[src/rtl/conv_mac_engine.sv]
// rtl/conv_mac_engine.sv - signed MAC engine for one convolution output pixel
module conv_mac_engine #(
   parameter int DATA_W  = 16,
   parameter int TAPS    = 9,
   parameter int ACC_W   = 40,
   parameter int OUT_W   = 32,
   parameter int SHIFT_W = 5
) (
   input  logic                      clk,
   input  logic                      rst,
   input  logic                      en,
   input  logic signed [ACC_W-1:0]   bias,
   input  logic [SHIFT_W-1:0]        shift,
   input  logic                      relu_en,
   input  logic                      in_valid,
   output logic                      in_ready,
   input  logic signed [DATA_W-1:0]  kernel_weights,
   input  logic signed [DATA_W-1:0]  in_pix,
   output logic                      out_valid,
   input  logic                      ack,
   output logic signed [OUT_W-1:0]   out_pix,
   output logic [7:0]                tap_cnt,
   output logic                      busy
);

   typedef enum logic [1:0] {IDLE, ACCUM, HOLD} state_t;

   localparam logic [7:0] LAST_TAP = 8'(TAPS - 1);
   localparam logic signed [ACC_W-1:0] SAT_MAX = {{(ACC_W-OUT_W+1){1'b0}}, {(OUT_W-1){1'b1}}};
   localparam logic signed [ACC_W-1:0] SAT_MIN = {{(ACC_W-OUT_W+1){1'b1}}, {(OUT_W-1){1'b0}}};

   state_t                     state;
   logic signed [ACC_W-1:0]    acc;
   logic [SHIFT_W-1:0]         shift_q;
   logic                       relu_q;

   logic signed [2*DATA_W-1:0] prod;
   logic signed [ACC_W-1:0]    prod_ext;
   logic signed [ACC_W-1:0]    acc_sum;
   logic signed [ACC_W-1:0]    shifted;
   logic signed [OUT_W-1:0]    result;

   // Handshake and status decode; dropping en blocks acceptance in the same cycle
   always_comb begin
      in_ready = (state == ACCUM) && en;
      busy     = (state != IDLE);
   end

   // Datapath: product, running sum and requantised/saturated output value
   always_comb begin
      prod     = kernel_weights * in_pix;
      prod_ext = {{(ACC_W-2*DATA_W){prod[2*DATA_W-1]}}, prod};
      acc_sum  = acc + prod_ext;
      shifted  = acc_sum >>> shift_q;
      if (relu_q && shifted[ACC_W-1]) begin
         shifted = '0;
      end
      if (shifted > SAT_MAX) begin
         result = SAT_MAX[OUT_W-1:0];
      end else if (shifted < SAT_MIN) begin
         result = SAT_MIN[OUT_W-1:0];
      end else begin
         result = shifted[OUT_W-1:0];
      end
   end

   // Control FSM: window start, accumulation, result hold and abort
   always_ff @(posedge clk) begin
      if (rst) begin
         state     <= IDLE;
         acc       <= '0;
         tap_cnt   <= '0;
         out_valid <= 1'b0;
         out_pix   <= '0;
         shift_q   <= '0;
         relu_q    <= 1'b0;
      end else begin
         case (state)
            IDLE: begin
               if (en) begin
                  acc     <= bias;
                  shift_q <= shift;
                  relu_q  <= relu_en;
                  tap_cnt <= '0;
                  state   <= ACCUM;
               end
            end
            ACCUM: begin
               if (!en) begin
                  acc     <= '0;
                  tap_cnt <= '0;
                  state   <= IDLE;
               end else if (in_valid) begin
                  acc <= acc_sum;
                  if (tap_cnt == LAST_TAP) begin
                     out_pix   <= result;
                     out_valid <= 1'b1;
                     tap_cnt   <= '0;
                     state     <= HOLD;
                  end else begin
                     tap_cnt <= tap_cnt + 8'd1;
                  end
               end
            end
            HOLD: begin
               if (ack) begin
                  out_valid <= 1'b0;
                  if (en) begin
                     acc     <= bias;
                     shift_q <= shift;
                     relu_q  <= relu_en;
                     tap_cnt <= '0;
                     state   <= ACCUM;
                  end else begin
                     state <= IDLE;
                  end
               end
            end
            default: state <= IDLE;
         endcase
      end
   end

endmodule

[config.mk]
export PLATFORM = sky130hd
export DESIGN_NAME = conv_mac_engine
export DESIGN_NICKNAME = d
export VERILOG_FILES = /design/src/rtl/conv_mac_engine.sv
export SDC_FILE = /design/constraint.sdc
export NUM_CORES = 1
export LEC_CHECK = 0
export ABC_AREA = 1
export CAP_MARGIN = 0
export CORE_ASPECT_RATIO = 0.6
export CORE_MARGIN = 2
export CORE_UTILIZATION = 63
export CTS_CLUSTER_SIZE = 10
export DETAILED_ROUTE_END_ITERATION = 8
export PLACE_DENSITY = 0.82
export RECOVER_POWER = 25
export SYNTH_ARGS = -nofsm -noshare
export SYNTH_HDL_FRONTEND = slang
export SYNTH_SLANG_ARGS = --single-unit
[constraint.sdc]
create_clock -name clk -period 10.15 [get_ports clk]
set_clock_uncertainty 0.2 [all_clocks]
set_input_delay 2.03 -clock clk [delete_from_list [all_inputs] [get_ports clk]]
set_output_delay 2.03 -clock clk [all_outputs]
set_load 0.02 [all_outputs]
* Word level (Yosys, flattened, before mapping)
Index checks and enable logic that the tools add are counted.
** Word-level totals
- Input bits :: 83
- Word-level logic and storage cells :: 67
- Bits in registers :: 89
- Output and inout port bits :: 43
** Operators by class
- $lt $le $gt $ge :: 2
- Reductions and logical operators :: 12
- Multipliers :: 1
- Equality and inequality tests :: 10
- Add/sub/neg operators :: 2
- Muxes and demuxes :: 32
- Shifts and indexed selects :: 1
** Operators with widths (count)
- 40-bit 2-to-1 mux :: 5
- 40-bit case mux with 3 select lines :: 1
- 32-bit 2-to-1 mux :: 2
- 40-bit by 32-bit adder with 40-bit output :: 1
- 40-bit by 32-bit > comparator with 1-bit output, second input constant :: 1
- 40-bit by 32-bit < comparator with 1-bit output, second input constant :: 1
- 8-bit 2-to-1 mux :: 5
- 40-bit by 5-bit >>> shifter with 40-bit output :: 1
- 16-bit by 16-bit multiplier with 32-bit output :: 1
- 8-bit case mux with 3 select lines :: 1
- 2-bit 2-to-1 mux :: 5
- 5-bit 2-to-1 mux :: 2
- 5-bit case mux with 2 select lines :: 1
- 8-bit by 1-bit adder with 8-bit output, second input constant :: 1
- 8-bit by 4-bit equality test with 1-bit output, second input constant :: 1
- 2-bit inequality test, second input constant :: 4
- 4-bit AND reduction :: 2
- 1-bit 2-to-1 mux :: 7
- 2-bit case mux with 3 select lines :: 1
- 2-bit nonzero test :: 3
- 5-bit AND reduction :: 1
- 1-bit case mux with 2 select lines :: 2
- 3-bit by 2-bit inequality test with 1-bit output, second input constant :: 1
- 3-bit inequality test, second input constant :: 1
- 8 further kinds :: 9

* Depth between registers and ports, before layout
- Depth after elaboration :: 8
- Gate-level depth with buffers :: 45

* Worst setup path after synthesis
No wires, ideal clock.
- Path type :: in2reg
- Start point :: in in_pix[5]
- End point :: reg out_pix[9]
- Path buffers :: 3
- Slack :: 1.311 ns
- Library setup time :: 0.119 ns
- Arrival time :: 8.520 ns
- Stages :: 39
- Cells stage by stage :: clkbuf_1 > clkbuf_1 > nand2_1 > fa_1 > inv_1 > fa_1 > inv_1 > fa_1 > fa_1 > inv_1 > fa_1 > inv_1 > fa_1 > inv_1 > ha_1 > nand2_1 > inv_1 > nand2_1 > [3 not listed] > nand2_2 > nand2_4 > nand2_2 > nand2_1 > nand2_1 > nand2_1 > nand2_1 > nand2_1 > nand2_1 > nand3_1 > nor2_1 > nand2_1 > nand2_2 > buf_6 > nand2_1 > nand2_1 > nor2_1 > nor2_2
** On the way
- Longest elaborated chain between the ends :: 8
- Elaborated cells between the ends (all ways) :: 9
- Classes of those cells :: add/sub (1); mul (1); order compare (2); shift (1); mux (3); reduce/logical (1)
** RTL lines
- start, declared :: line 18 : input logic signed [DATA_W-1:0] in_pix,
- 16-bit by 16-bit multiplier with 32-bit output (*) :: line 51 : prod = kernel_weights * in_pix;
- 40-bit by 32-bit adder with 40-bit output (*) :: line 53 : acc_sum = acc + prod_ext;
- 40-bit by 5-bit >>> shifter with 40-bit output (*) :: line 54 : shifted = acc_sum >>> shift_q;
- 1-bit logical AND :: line 55 : if (relu_q && shifted[ACC_W-1]) begin
- 40-bit 2-to-1 mux (*) :: line 55
- 40-bit by 32-bit < comparator with 1-bit output :: line 60 : end else if (shifted < SAT_MIN) begin
- 32-bit 2-to-1 mux :: line 60
- 32-bit 2-to-1 mux (*) :: line 58 : if (shifted > SAT_MAX) begin
- end signal, assigned :: line 96 : out_pix <= result;
- end, declared :: line 21 : output logic signed [OUT_W-1:0] out_pix,
Mark *: on every way between the ends. The rest lies on a longest branch, timed or not.
A chain may end at the register's enable or synchronous reset.

* Worst setup path after layout
- Start point :: in kernel_weights[15]
- End point :: reg out_pix[5]
** On the way
- Longest elaborated chain between the ends :: 8
- Elaborated cells between the ends (all ways) :: 9
- Classes of those cells :: add/sub (1); mul (1); order compare (2); shift (1); mux (3); reduce/logical (1)
** RTL lines
- start, declared :: line 17 : input logic signed [DATA_W-1:0] kernel_weights,
- 16-bit by 16-bit multiplier with 32-bit output (*) :: line 51
- 40-bit by 32-bit adder with 40-bit output (*) :: line 53
- 40-bit by 5-bit >>> shifter with 40-bit output (*) :: line 54
- 1-bit logical AND :: line 55
- 40-bit 2-to-1 mux (*) :: line 55
- 40-bit by 32-bit < comparator with 1-bit output :: line 60
- 32-bit 2-to-1 mux :: line 60
- 32-bit 2-to-1 mux (*) :: line 58
Marked as above.

==> results.sh <==
export IMPL_outcome="finished, final reports clean"
export IMPL_gp_congestion=1.015
export IMPL_max_freq_mhz=102.0
export IMPL_diodes=0
export IMPL_setup_viol=0
export IMPL_wl_per_cell_microns=17.78
export IMPL_netlist_area_sq_mm=0.02007
export IMPL_post_route_period_util_pct=96.61
export IMPL_crit_path_frequent_cell="nand2_1"
export IMPL_synth_cell_type_count=47
export IMPL_wl_microns=60790
export IMPL_track_usage_pct=38.22
export IMPL_io_pins=126
export IMPL_avgViaCountPerCell=5.560
export IMPL_drive_gt1_share_pct=4.928
export IMPL_syn_area_per_cell_sq_um=6.846
export IMPL_criticalPathCategory="input pin to register"
export IMPL_worst_setup_path_end_kind="register"
export IMPL_min_period_ns=9.806
export IMPL_postRouteAntennaNets=0
export IMPL_clk_latency_ns=0.37
export IMPL_grt_pass1_vias=19010
export IMPL_whs_ns=0.2869
export IMPL_nFillCells=2617
export IMPL_io_buffer_count=125
export IMPL_grt_overflow=0
export IMPL_first_pass_iters=6
export IMPL_critPathLaunchType="input pin"
export IMPL_slew_viol_final=0
export IMPL_tightest_slew_ns=1.252
export IMPL_antenna_found_initial=0
export IMPL_maxCapViolCount=0
export IMPL_die_h_microns=142.2
export IMPL_synth_nets=3461
export IMPL_relSlewSlack_pct=16.55
export IMPL_required_ns=10.22
export IMPL_clk_pin_slew_ns=0.08
export IMPL_grt_pass1_wl_microns=98640
export IMPL_synth_ff_type="dfxtp_1"
export IMPL_synthToLayoutAreaGrowth_pct=10.38
export IMPL_drc=0
export IMPL_die_x_microns=234.4
export IMPL_fin_util_pct=70.81
export IMPL_clock_path_buffers=2
export IMPL_start_util_pct=64.15
export IMPL_syn_inst=2931
export IMPL_hp_class="register to register"
export IMPL_num_vias=19010
export IMPL_ff2ff_path_depth=31
export IMPL_fin_nets=3528
export IMPL_cts_buffers=9
export IMPL_crit_fanout=31
export IMPL_synth_seq_cells=89
export IMPL_synth_edf_count=0
export IMPL_clockRootBuffer="clkbuf_16"
export IMPL_grt_max_degree=80
export IMPL_dp_hpwl_microns=51590
export IMPL_setup_slack_ns=0.3441
export IMPL_hold_depth=2
export IMPL_regArea_sq_mm=0.001782
export IMPL_rows=50
export IMPL_die_area_sq_mm=0.03334
export IMPL_pre_cts_slack_ns=-0.2175
export IMPL_yosys_warnings=0
export IMPL_ctsHtreeMaxLevel=3
export IMPL_ys_async_sr_fraction_pct=0
export IMPL_fin_tns_setup_ns=0
export IMPL_cts_num_sinks=89
export IMPL_cts_tree="yes"
export IMPL_crit_path_top_delay_cell="fa_1"
export IMPL_hold_buffers=0
export IMPL_multi_input_area_sq_mm=0.01511
export IMPL_core_sq_mm=0.03128
export IMPL_seq_area_frac_synth_pct=8.879
export IMPL_cp_data_arrival_time_ns=9.87
export IMPL_final_hold_viol_count=0
export IMPL_critPathMaxStageDelay_ns=0.57
export IMPL_first_iter_violations=1774
## cells in the final DEF (no fill, tap or decap), types with 6 or more instances in the layout
| master | synthesis | routed |
|---|---|---|
| nand2_2 | 8 | 8 |
| nor2_2 | 17 | 19 |
| nor3_1 | 13 | 13 |
| a21oi_1 | 134 | 133 |
| nor2_1 | 151 | 148 |
| o211ai_1 | 7 | 7 |
| xor2_1 | 15 | 15 |
| dlygate4sd3_1 | 0 | 32 |
| nand3_1 | 270 | 270 |
| clkbuf_16 | 0 | 9 |
| a22oi_1 | 6 | 6 |
| nand3b_1 | 6 | 6 |
| inv_2 | 5 | 6 |
| o21ai_0 | 116 | 116 |
| ha_1 | 117 | 117 |
| xnor2_1 | 11 | 11 |
| buf_4 | 2 | 70 |
| clkdlybuf4s50_1 | 0 | 92 |
| dfxtp_1 | 89 | 89 |
| fa_1 | 330 | 329 |
| or2_2 | 13 | 13 |
| nand2_1 | 739 | 739 |
| inv_1 | 690 | 688 |
| nand4_1 | 8 | 8 |
## state kept, by name (all words and copies together), names as in the netlist
signal,flops
shift_q,5
out_pix,32
state,2
relu_q,1
acc,40
out_valid,1
tap_cnt,8
## final timing paths
kind,start,end,slack (ns)
setup / recovery,kernel_weights[15],out_pix[5]$_SDFFE_PP0P_,0.34
hold / removal,out_pix[31]$_SDFFE_PP0P_,out_pix[31]$_SDFFE_PP0P_,0.29
setup reg to reg,acc[27]$_SDFFE_PP0P_,out_pix[5]$_SDFFE_PP0P_,3.69
hold reg to reg,out_pix[31]$_SDFFE_PP0P_,out_pix[31]$_SDFFE_PP0P_,0.29
## layout make-up
type                            count  share of cell area, %
Tap cell                          416                  2.350
Clock inverter                      7                 0.3333
Timing Repair Buffer              197                  8.214
Multi-Input combinational cell   2005                  68.23
Sequential cell                    89                  8.044
Clock buffer                        9                  1.017
Inverter                          696                  11.81
## cells in the mapped netlist (5+ instances only)
master | n | area, sq um
or2_2 | 13 | 81.33
o21bai_1 | 5 | 37.54
a31oi_1 | 5 | 31.28
nand3b_1 | 6 | 45.04
clkbuf_1 | 105 | 394.1
inv_1 | 690 | 2590
xnor2_1 | 11 | 96.34
nor2_2 | 17 | 106.4
fa_1 | 330 | 6606
buf_1 | 20 | 75.07
nand3_1 | 270 | 1351
o21ai_0 | 116 | 580.6
nand2_2 | 8 | 50.05
dfxtp_1 | 89 | 1782
buf_2 | 8 | 40.04
ha_1 | 117 | 1464
nor2_1 | 151 | 566.8
a22oi_1 | 6 | 45.04
nand4_1 | 8 | 50.05
a21oi_1 | 134 | 670.6
nor3_1 | 13 | 65.06
nand2_1 | 739 | 2774
nand3_2 | 5 | 50.05
buf_6 | 5 | 56.30
o211ai_1 | 7 | 52.55
inv_2 | 5 | 18.77
xor2_1 | 15 | 131.4
## layer usage
metal / wire (microns) / track usage, %
met2: 24600 / 54.59
met1: 27550 / 57.33
met5: 0 / 0
met4: 1062 / 7.613
met3: 7574 / 11.64
## what timing repair did
item / CTS / global route
endpoints found under the setup margin: 0 / 31
setup buffers: 0 / 1
gates resized for setup: 0 / 4
## worst max-delay path: cells and delay by family
kind / cells / cell delay (ns)
adders and majority gates: 7 / 3.59
and+or+nand+nor: 22 / 2.67
buffers and inverters: 9 / 1.54
## metrics by stage
stage,std cells,cell area (sq um)
finish,3419,22150
global route,3419,22150
CTS,3418,22130
detailed placement,3402,21830
global placement,3402,21830
floorplan,2931,20070
## cells by family (layout without fill, tap and decap cells)
| logic type | count (synthesis) | after routing | share of synthesized area (%) |
|---|---|---|---|
| DFF | 89 | 89 | 8.879 |
| adders and majority gates | 447 | 447 | 40.22 |
| xor gates and xnor gates | 26 | 26 | 1.135 |
| buffers and inverters | 837 | 909 | 15.94 |
| and+or+nand+nor | 1244 | 1244 | 26.18 |
| AOI/OAI and AO/OA | 288 | 288 | 7.645 |
Power is not shown: default switching activity piles up to over one toggle a cycle in this logic, so the estimate is an artifact.
